**src/rtl/mult16_arbiter_if.sv**
```systemverilog
// mult16_arbiter_if: requester and multiplier signals of the two-port multiply arbiter.
//   Requester side : req0/req1, a0/b0/a1/b1 in; ack0/ack1, res, err, busy out
//   Multiplier side: mult_op, mult_a, mult_b, mult_reset out; mult_out, mult_ready in
//   modport slave  : the arbiter
//   modport master : the environment (requesters and multiplier)
interface mult16_arbiter_if;
   logic        req0, req1;
   logic [15:0] a0, b0, a1, b1;
   logic        ack0, ack1;
   logic [31:0] res;
   logic        err, busy;
   logic [1:0]  mult_op;
   logic [15:0] mult_a, mult_b;
   logic        mult_reset;
   logic [31:0] mult_out;
   logic        mult_ready;
   modport slave (
      input  req0, req1, a0, b0, a1, b1, mult_out, mult_ready,
      output ack0, ack1, res, err, busy, mult_op, mult_a, mult_b, mult_reset
   );
   modport master (
      output req0, req1, a0, b0, a1, b1, mult_out, mult_ready,
      input  ack0, ack1, res, err, busy, mult_op, mult_a, mult_b, mult_reset
   );
endinterface

```
**src/rtl/mult16_arbiter.sv**
```systemverilog
// mult16_arbiter: round-robin arbiter sharing one 16x16 multiplier between two requesters.
//   clk   : rising-edge clock
//   rst_n : asynchronous active-low reset
//   bus   : mult16_arbiter_if.slave (requests/operands/acks/result, multiplier control)
//   Build option MULT_ARB_TIMEOUT_EN adds a WAIT watchdog of TIMEOUT_CYCLES cycles that
//   finishes the operation with res=0 and err pulsed alongside the ack.
module mult16_arbiter #(
   parameter int TIMEOUT_CYCLES = 40
) (
   input logic              clk,
   input logic              rst_n,
   mult16_arbiter_if.slave  bus
);
   typedef enum logic [1:0] {IDLE, START, WAIT, DONE} state_t;
   state_t      state_q, state_d;
   logic        gnt_q, gnt_d;
   logic        prio_q, prio_d;
   logic [31:0] res_q, res_d;
   logic [15:0] mult_a_q, mult_a_d;
   logic [15:0] mult_b_q, mult_b_d;
`ifdef MULT_ARB_TIMEOUT_EN
   localparam int WD_W = $clog2(TIMEOUT_CYCLES + 1);
   logic [WD_W-1:0] wd_q, wd_d;
   logic            err_q, err_d;
   logic            wd_hit;
   assign wd_hit = wd_q == WD_W'(TIMEOUT_CYCLES - 1);
`endif
   always_comb begin
      state_d  = state_q;
      gnt_d    = gnt_q;
      prio_d   = prio_q;
      res_d    = res_q;
      mult_a_d = mult_a_q;
      mult_b_d = mult_b_q;
      case (state_q)
         IDLE: if (bus.req0 | bus.req1) begin
            // prio_q names the requester that wins a tie
            gnt_d    = (bus.req0 & bus.req1) ? prio_q : bus.req1;
            mult_a_d = gnt_d ? bus.a1 : bus.a0;
            mult_b_d = gnt_d ? bus.b1 : bus.b0;
            state_d  = START;
         end
         START: state_d = WAIT;
         WAIT: begin
            if (bus.mult_ready) begin
               res_d   = bus.mult_out;
               state_d = DONE;
            end
`ifdef MULT_ARB_TIMEOUT_EN
            else if (wd_hit) begin
               res_d   = '0;
               state_d = DONE;
            end
`endif
         end
         DONE: begin
            prio_d  = ~gnt_q;
            state_d = IDLE;
         end
         default: state_d = IDLE;
      endcase
   end
`ifdef MULT_ARB_TIMEOUT_EN
   always_comb begin
      wd_d  = (state_q == WAIT) ? WD_W'(wd_q + 1'b1) : '0;
      // every DONE is entered from WAIT, so err_q is refreshed there and held through DONE
      err_d = (state_q == WAIT) ? (wd_hit & ~bus.mult_ready) : err_q;
   end
   always_ff @(posedge clk or negedge rst_n) begin
      if (!rst_n) begin
         wd_q  <= '0;
         err_q <= 1'b0;
      end else begin
         wd_q  <= wd_d;
         err_q <= err_d;
      end
   end
   assign bus.err = (state_q == DONE) & err_q;
`else
   assign bus.err = 1'b0;
`endif
   always_ff @(posedge clk or negedge rst_n) begin
      if (!rst_n) begin
         state_q  <= IDLE;
         gnt_q    <= 1'b0;
         prio_q   <= 1'b0;
         res_q    <= '0;
         mult_a_q <= '0;
         mult_b_q <= '0;
      end else begin
         state_q  <= state_d;
         gnt_q    <= gnt_d;
         prio_q   <= prio_d;
         res_q    <= res_d;
         mult_a_q <= mult_a_d;
         mult_b_q <= mult_b_d;
      end
   end
   assign bus.ack0       = (state_q == DONE) & ~gnt_q;
   assign bus.ack1       = (state_q == DONE) & gnt_q;
   assign bus.busy       = state_q != IDLE;
   assign bus.mult_op    = (state_q == START || state_q == WAIT) ? 2'b01 : 2'b00;
   assign bus.mult_reset = state_q != WAIT;
   assign bus.res        = res_q;
   assign bus.mult_a     = mult_a_q;
   assign bus.mult_b     = mult_b_q;
endmodule

```
**src/flat_wrapper.sv**
```systemverilog
// flat-port wrapper written by rule: the top's interface ports become plain ports
module mult16_arbiter_flat 
#(
   parameter int TIMEOUT_CYCLES = 40
)
  (clk, rst_n, bus_req0, bus_req1, bus_a0, bus_b0, bus_a1, bus_b1, bus_mult_out, bus_mult_ready, bus_ack0, bus_ack1, bus_res, bus_err, bus_busy, bus_mult_op, bus_mult_a, bus_mult_b, bus_mult_reset);
  mult16_arbiter_if bus_i ();
  input logic clk;
  input logic rst_n;
  input wire logic [$bits(bus_i.req0)-1:0] bus_req0;
  input wire logic [$bits(bus_i.req1)-1:0] bus_req1;
  input wire logic [$bits(bus_i.a0)-1:0] bus_a0;
  input wire logic [$bits(bus_i.b0)-1:0] bus_b0;
  input wire logic [$bits(bus_i.a1)-1:0] bus_a1;
  input wire logic [$bits(bus_i.b1)-1:0] bus_b1;
  input wire logic [$bits(bus_i.mult_out)-1:0] bus_mult_out;
  input wire logic [$bits(bus_i.mult_ready)-1:0] bus_mult_ready;
  output wire logic [$bits(bus_i.ack0)-1:0] bus_ack0;
  output wire logic [$bits(bus_i.ack1)-1:0] bus_ack1;
  output wire logic [$bits(bus_i.res)-1:0] bus_res;
  output wire logic [$bits(bus_i.err)-1:0] bus_err;
  output wire logic [$bits(bus_i.busy)-1:0] bus_busy;
  output wire logic [$bits(bus_i.mult_op)-1:0] bus_mult_op;
  output wire logic [$bits(bus_i.mult_a)-1:0] bus_mult_a;
  output wire logic [$bits(bus_i.mult_b)-1:0] bus_mult_b;
  output wire logic [$bits(bus_i.mult_reset)-1:0] bus_mult_reset;
  assign bus_i.req0 = bus_req0;
  assign bus_i.req1 = bus_req1;
  assign bus_i.a0 = bus_a0;
  assign bus_i.b0 = bus_b0;
  assign bus_i.a1 = bus_a1;
  assign bus_i.b1 = bus_b1;
  assign bus_i.mult_out = bus_mult_out;
  assign bus_i.mult_ready = bus_mult_ready;
  assign bus_ack0 = bus_i.ack0;
  assign bus_ack1 = bus_i.ack1;
  assign bus_res = bus_i.res;
  assign bus_err = bus_i.err;
  assign bus_busy = bus_i.busy;
  assign bus_mult_op = bus_i.mult_op;
  assign bus_mult_a = bus_i.mult_a;
  assign bus_mult_b = bus_i.mult_b;
  assign bus_mult_reset = bus_i.mult_reset;
  mult16_arbiter #(.TIMEOUT_CYCLES(TIMEOUT_CYCLES)) u_core (.clk(clk), .rst_n(rst_n), .bus(bus_i));
endmodule
```
**config.mk**
```make
export PLATFORM = sky130hd
export DESIGN_NAME = mult16_arbiter_flat
export DESIGN_NICKNAME = d
export VERILOG_FILES = /design/src/rtl/mult16_arbiter_if.sv /design/src/rtl/mult16_arbiter.sv /design/src/flat_wrapper.sv
export SDC_FILE = /design/constraint.sdc
export NUM_CORES = 1
export LEC_CHECK = 0
export CORE_ASPECT_RATIO = 0.7
export CORE_MARGIN = 1.5
export CORE_UTILIZATION = 30
export CTS_CLUSTER_SIZE = 20
export DETAILED_ROUTE_END_ITERATION = 10
export GPL_TIMING_DRIVEN = 1
export PLACE_DENSITY = 0.66
export SLEW_MARGIN = 10
export SYNTH_ARGS = -nofsm -noshare
export SYNTH_HDL_FRONTEND = slang
export SYNTH_SLANG_ARGS = --single-unit
```
**constraint.sdc**
```tcl
create_clock -name clk -period 4.26 [get_ports clk]
set_input_delay 0.852 -clock clk [delete_from_list [all_inputs] [get_ports clk]]
set_output_delay 0.852 -clock clk [all_outputs]
set_load 0.01 [all_outputs]
```
==> summary.md, run 1 <==
| Metric | Value |
|---|---|
| Ys async rst share | `1.00` |
| Multi-input logic area | `0.00114 mm^2` |
| PostCTS Resize Cnt | `0` |
| Root Buffer Master | `clkbuf_16` |
| GRT Residual Overflow | `0` |
| Switching pwr | `1.11 mW` |
| Syn avg cell area | `10.9 um^2` |
| CP Cell Sequence | `clkdlybuf4s50_1 > buf_4 > o21a_2 > a31oi_1` |
| Die Y | `86.7 um` |
| Initial antenna violation count | `0` |
| Cts hold-fix bufs | `0` |
| Slowest stage cell, crit path | `o21a_2` |
| Final ANT Viol Nets | `0` |
| CTS sink cnt | `68` |
| Max cap viols | `0` |
| First-pass GRT wire length | `13800 um` |
| Switching Share | `0.318` |
| Crit Path Category | `input port to flop` |
| Share of layout cells above drive strength 1 | `0.121` |
| Startpoint Class | `input port` |
| Tcrit/Tclk final | `0.631` |
| Yosys reg bits | `68` |
| Nets | `537` |
| Final setup fails | `0` |
| H-tree lvl count | `3` |
| Via density | `4.80` |
| Area growth, synth to finish | `66.9%` |
| Largest net degree at the start of global routing | `69` |
| Starting density of the core | `0.309` |
| Critical Path Max Stage Delay | `0.93 ns` |
| Element type at the critical path end | `flop` |
| Slew HR | `0.263` |
| Die Wd | `123 um` |
| Max clock buf depth | `2` |
| # rows | `30` |
| Fmax | `372 MHz` |
| Post-synthesis sequential area ratio | `0.567` |
| Synthesis warning total | `0` |
| Wire per inst | `15.6 um` |
| Placed Cells | `550` |
| Register cell area after layout | `0.00170 mm^2` |
| CTS tree | `done` |
| Placer congestion estimate | `0.734` |
| Req. time, crit path | `4.40 ns` |
| Hold WS | `0.502 ns` |
| CTS buffer count | `9` |
| Post-synth EDFFs | `0` |
| Mapped Cells | `276` |
| Setup bufs post-CTS | `0` |
| # port buffers | `169` |
| RSZ-0062 raised after global routing | `false` |
| Final setup margin | `1.57 ns` |
| Antenna fix cells | `0` |
| Core area | `0.00972 mm^2` |
| Drt total wl | `8810 um` |
| Status | `complete, no violations` |
| Combinational Power Share | `0.469` |
| Vias in the first global route | `2741` |
| Post-synth cell types | `26` |
| Synthesized cell area | `0.00300 mm^2` |
| DRT iter0 DRCs | `182` |
| I/O Pins | `172` |
| Power per Cell Area | `698 mW/mm^2` |
| Skew final | `0.00467 ns` |
| 1st-pass router iterations | `6` |
| Vias | `2716` |
| Final hold viol count | `0` |
| Clk pwr share | `0.198` |
| Critical path arrival | `2.83 ns` |
| CP delay by family, top | `compound AO/OA/AOI/OAI gates` |
| Clk Latency, worst-skew pair | `0.32 ns` |
| Worst VDD drop | `0.434 mV` |
| Flop-to-flop setup slack | `2.31 ns` |
| Filler cells | `889` |
| Drt drc | `0` |
| Leak | `2.01 nW` |
| DIE AREA | `0.0106 mm^2` |
| Worst-path maximum fanout | `65` |
| Setup TNS | `0 ns` |
| Non-Filler Instances | `566` |
| Reg clk slew, reported paths | `0.05 ns` |
| Detailed Place HPWL | `6190 um` |
| Actual slew at the worst max-slew pin | `1.11 ns` |
| Cell internal pwr | `2.38 mW` |
| Gr usage total | `0.168` |
| Synth Flop Type | `dfrtp_1` |
| CP bufs+invs | `2` |
| Min-Delay Path Class | `flop to flop` |
| Sequential Power Share | `0.333` |
| Tmin final | `2.69 ns` |
| Slew Limit Fails | `0` |
| Place WS | `1.20 ns` |
Yosys cell counts (3+ instances only):
cell      number  area (um^2)
a31oi_1       32          200
buf_2          9         45.0
buf_4          5         37.5
clkbuf_1       9         33.8
dfrtp_1       68         1700
ha_1           3         37.5
inv_1          4         15.0
mux2_2        32          360
nand3_1       32          160
nor2_1        34          128
o21ai_0       29          145
o21ai_1        3         15.0
worst paths after layout:
path	endpoint	startpoint	cells past startpoint
worst min register to register	u_core.bus.res[24]$_DFFE_PN0P_	u_core.bus.res[24]$_DFFE_PN0P_	1
max in group asynchronous	u_core.bus.mult_a[11]$_DFFE_PN0P_	rst_n	1
worst max register to register	u_core.bus.mult_a[2]$_DFFE_PN0P_	u_core.state_q[0]$_DFFE_PN0P_	4
min in group asynchronous	u_core.bus.res[25]$_DFFE_PN0P_	rst_n	1
worst min-delay path	u_core.bus.res[24]$_DFFE_PN0P_	u_core.bus.res[24]$_DFFE_PN0P_	1
worst max-delay path	u_core.bus.mult_a[2]$_DFFE_PN0P_	bus_req1	4
logic make-up after synthesis:
logic type               Yosys count  share of synthesized area
flip-flops                        68                      0.567
other                              1                    0.00125
AND/OR/NAND/NOR                   71                      0.107
multiplexers                      33                      0.125
adder cells (fa/ha/maj)            3                     0.0125
AO/OA/AOI/OAI                     68                      0.132
buffers and inverters             32                     0.0555
flip-flops by register name, indices dropped and copies added (netlist names):
signal and count:
u_core.bus.res 32, u_core.bus.mult_a 16, u_core.bus.mult_b 16, u_core.state_q 2
u_core.gnt_q 1, u_core.prio_q 1
layer usage:
layer	wire length, um	track usage	vias up	share of wire
li1	-	-	1299	-
met1	3920	0.217	1304	0.45
met2	4200	0.268	104	0.48
met3	587	0.0513	9	0.067
met4	104	0.0581	0	0.012
met5	0	0	-	0
area by class of cell:
class / instances / area share
Inverter: 6 / 0.00450
Sequential cell: 68 / 0.340
Timing Repair Buffer: 171 / 0.340
Tap cell: 128 / 0.0320
Multi-Input combinational cell: 177 / 0.227
Clock inverter: 1 / 0.000999
Clock buffer: 15 / 0.0555
placed cells by master, fill, tap and decap left out, types with 2 or more instances in the layout:
master / n
clkdlybuf4s50_1: 168
dfrtp_1: 68
nor2_1: 34
nand3_1: 32
a31oi_1: 32
mux2_2: 32
o21ai_0: 29
clkbuf_16: 9
inv_1: 4
o21ai_1: 3
ha_1: 3
clkbuf_8: 3
clkbuf_1: 3
buf_4: 3
inv_2: 2
conb_1: 2
through the flow:
| stage | cell area, um^2 | total power, mW | util |
|---|---|---|---|
| after floorplan | 3000 | 1.95 | - |
| after global routing | 5010 | 3.73 | 0.515 |
| after CTS | 5010 | 3.54 | 0.515 |
| after detailed placement | 4730 | 2.83 | 0.486 |
| final | 5010 | 3.49 | 0.515 |
| after global placement | 4730 | 2.79 | 0.486 |
power groups by stage:
stage	Combinational, mW	Sequential, mW	Clock (mW)
5_1_grt	1.78	1.21	0.744
6_report	1.64	1.16	0.692
4_1_cts	1.67	1.17	0.711
3_5_place_dp	1.66	1.17	0
3_3_place_gp	1.63	1.16	0
2_1_floorplan	0.651	1.30	0
Note: power is estimated with default switching activity, not from simulation.
==> run 2: changes to the inputs <==
--- a/config.mk
+++ b/config.mk
@@ -11,7 +11,7 @@
 export CTS_CLUSTER_SIZE = 20
 export DETAILED_ROUTE_END_ITERATION = 10
 export GPL_TIMING_DRIVEN = 1
-export PLACE_DENSITY = 0.66
+export PLACE_DENSITY = 0.68
 export SLEW_MARGIN = 10
 export SYNTH_ARGS = -nofsm -noshare
 export SYNTH_HDL_FRONTEND = slang
==> constraint.sdc (replaced) <==
create_clock -name clk -period 2.25 [get_ports clk]
set_input_delay 0.45 -clock clk [delete_from_list [all_inputs] [get_ports clk]]
set_output_delay 0.45 -clock clk [all_outputs]
set_load 0.01 [all_outputs]
==> run 2 against run 1 <==
Effect of this change:
- via count rose by 0.81%
- flip-flop and latch count unchanged
- wire length increased by 1.7%
- critical path depth did not move
- power rose by 93%
- critical path type is now flop to output pin
- critical endpoint is now bus_busy
- largest power group unchanged
==> summary.md, run 2 (synthesis results as in run 1) <==
| Metric | Value |
|---|---|
| Drt total wl | `8970 um` |
| I/O Pins | `172` |
| Hold WS | `0.147 ns` |
| Crit Path Category | `flop to output pin` |
| Wire per inst | `15.7 um` |
| Drt drc | `0` |
| GRT Residual Overflow | `0` |
| CTS buffer count | `9` |
| Placed Cells | `556` |
| Root Buffer Master | `clkbuf_16` |
| # rows | `30` |
| Leak | `2.05 nW` |
| Skew final | `0.00461 ns` |
| Placed Instance Area | `0.00481 mm^2` |
| PostCTS Resize Cnt | `0` |
| Multi-input logic area | `0.00114 mm^2` |
| Setup bufs post-CTS | `0` |
| Detailed Place HPWL | `6390 um` |
| Req. time, crit path | `1.80 ns` |
| Slew HR | `0.655` |
| Non-Filler Instances | `571` |
| 1st-pass router iterations | `4` |
| Final ANT Viol Nets | `0` |
| Vias | `2738` |
| Tmin final | `2.10 ns` |
| Vias in the first global route | `2836` |
| Tcrit/Tclk final | `0.932` |
| Worst VDD drop | `0.602 mV` |
| Worst-path maximum fanout | `3` |
| Fin area | `0.00509 mm^2` |
| Core area | `0.00972 mm^2` |
| Critical path arrival | `1.65 ns` |
| Initial antenna violation count | `0` |
| Total power | `6.74 mW` |
| Clk Latency, worst-skew pair | `0.32 ns` |
| Slew Limit Fails | `0` |
| RSZ-0062 raised after global routing | `false` |
| # port buffers | `169` |
| Max reg flops | `32` |
| First-pass GRT wire length | `14100 um` |
| Final setup fails | `0` |
| Die Wd | `123 um` |
| Largest net degree at the start of global routing | `69` |
| Via density | `4.80` |
| Gr usage total | `0.173` |
| Fmax | `477 MHz` |
| Status | `complete, no violations` |
| CTS sink cnt | `68` |
| CTS tree | `done` |
| Share of layout cells above drive strength 1 | `0.131` |
| Max cap viols | `0` |
| Element type at the critical path end | `output pin` |
| Starting density of the core | `0.309` |
| Antenna fix cells | `0` |
| Power per Cell Area | `1320 mW/mm^2` |
| Min-Delay Path Class | `input port to asynchronous set/reset pin` |
| Actual slew at the worst max-slew pin | `0.517 ns` |
| Nets | `543` |
| Area growth, synth to finish | `69.7%` |
| Register cell area after layout | `0.00170 mm^2` |
| Max clock buf depth | `2` |
| Setup TNS | `0 ns` |
| Final hold viol count | `0` |
| Placer congestion estimate | `0.740` |
| Leading cell types in the layout, fill and taps excluded | `clkdlybuf4s50_1, dfrtp_1, nor2_1` |
| Cts hold-fix bufs | `0` |
| Filler cells | `884` |
| Reg clk slew, reported paths | `0.05 ns` |
| DIE AREA | `0.0106 mm^2` |
| Most common cell after layout, fill and taps aside | `clkdlybuf4s50_1` |
| Worst reg2reg path depth | `5` |
| DRT iter0 DRCs | `166` |
| Startpoint Class | `flop` |
| Die Y | `86.7 um` |
| H-tree lvl count | `3` |
==> run 2: cell count changes in the layout (fill, tap and decap cells not counted) <==
cell	previous run	this run
bufinv_16	0	1
buf_12	0	3
buf_4	3	5
clkbuf_8	3	1
buf_2	0	1
==> run 2: cell type report <==
type / instances / area share
clock inverters: 2 / 0.00688
multi-input cells: 177 / 0.223
repair buffers: 177 / 0.350
well taps: 128 / 0.0315
inverters: 6 / 0.00442
flip-flops and latches: 68 / 0.334
clock buffers: 13 / 0.0492
==> run 2: report_power, final <==
part	switching [mW]	internal, mW	total, mW
sequential	0.321	1.86	2.18
combinational	1.33	1.88	3.21
clock	0.473	0.880	1.35
==> run 2: critical path, stage by stage (launching register included) <==
cell,delay (ns)
dfrtp_1,0.37
inv_1,0.07
ha_1,0.24
inv_2,0.08
clkdlybuf4s50_1,0.56
==> run 2: path summary, 6_finish.rpt <==
path	start	endpoint	slack (ns)
setup / recovery	u_core.state_q[0]$_DFFE_PN0P_	bus_busy	0.15
hold / removal	rst_n	u_core.bus.res[19]$_DFFE_PN0P_	0.15
setup reg to reg	u_core.state_q[0]$_DFFE_PN0P_	u_core.bus.res[20]$_DFFE_PN0P_	0.63
hold reg to reg	u_core.bus.res[8]$_DFFE_PN0P_	u_core.bus.res[8]$_DFFE_PN0P_	0.50
max in group asynchronous	rst_n	u_core.bus.mult_a[13]$_DFFE_PN0P_	1.82
min in group clk	u_core.bus.res[8]$_DFFE_PN0P_	u_core.bus.res[8]$_DFFE_PN0P_	0.50
==> run 2: routing by layer <==
layer | global-route usage | share of wire | vias up
li1 | - | - | 1302
met1 | 0.213 | 0.43 | 1328
met2 | 0.292 | 0.49 | 99
met3 | 0.0658 | 0.068 | 9
met4 | 0.0317 | 0.0093 | 0
met5 | 0 | 0 | -
==> run 2: metrics by stage <==
stage	utilization	setup WS [ns]
final	0.524	0.153
after global routing	0.524	0.0542
after CTS	0.524	0.124
after detailed placement	0.494	0.387
after global placement	0.494	0.404
after floorplan	-	0.769
==> run 3: changes to the inputs <==
--- a/config.mk
+++ b/config.mk
@@ -11,6 +11,7 @@
 export CTS_CLUSTER_SIZE = 20
 export DETAILED_ROUTE_END_ITERATION = 10
 export GPL_TIMING_DRIVEN = 1
+export HOLD_SLACK_MARGIN = 0.12
 export PLACE_DENSITY = 0.68
 export SLEW_MARGIN = 10
 export SYNTH_ARGS = -nofsm -noshare
==> results of run 3 <==
The final DEF is identical to that of run 2; final timing and power are the same.
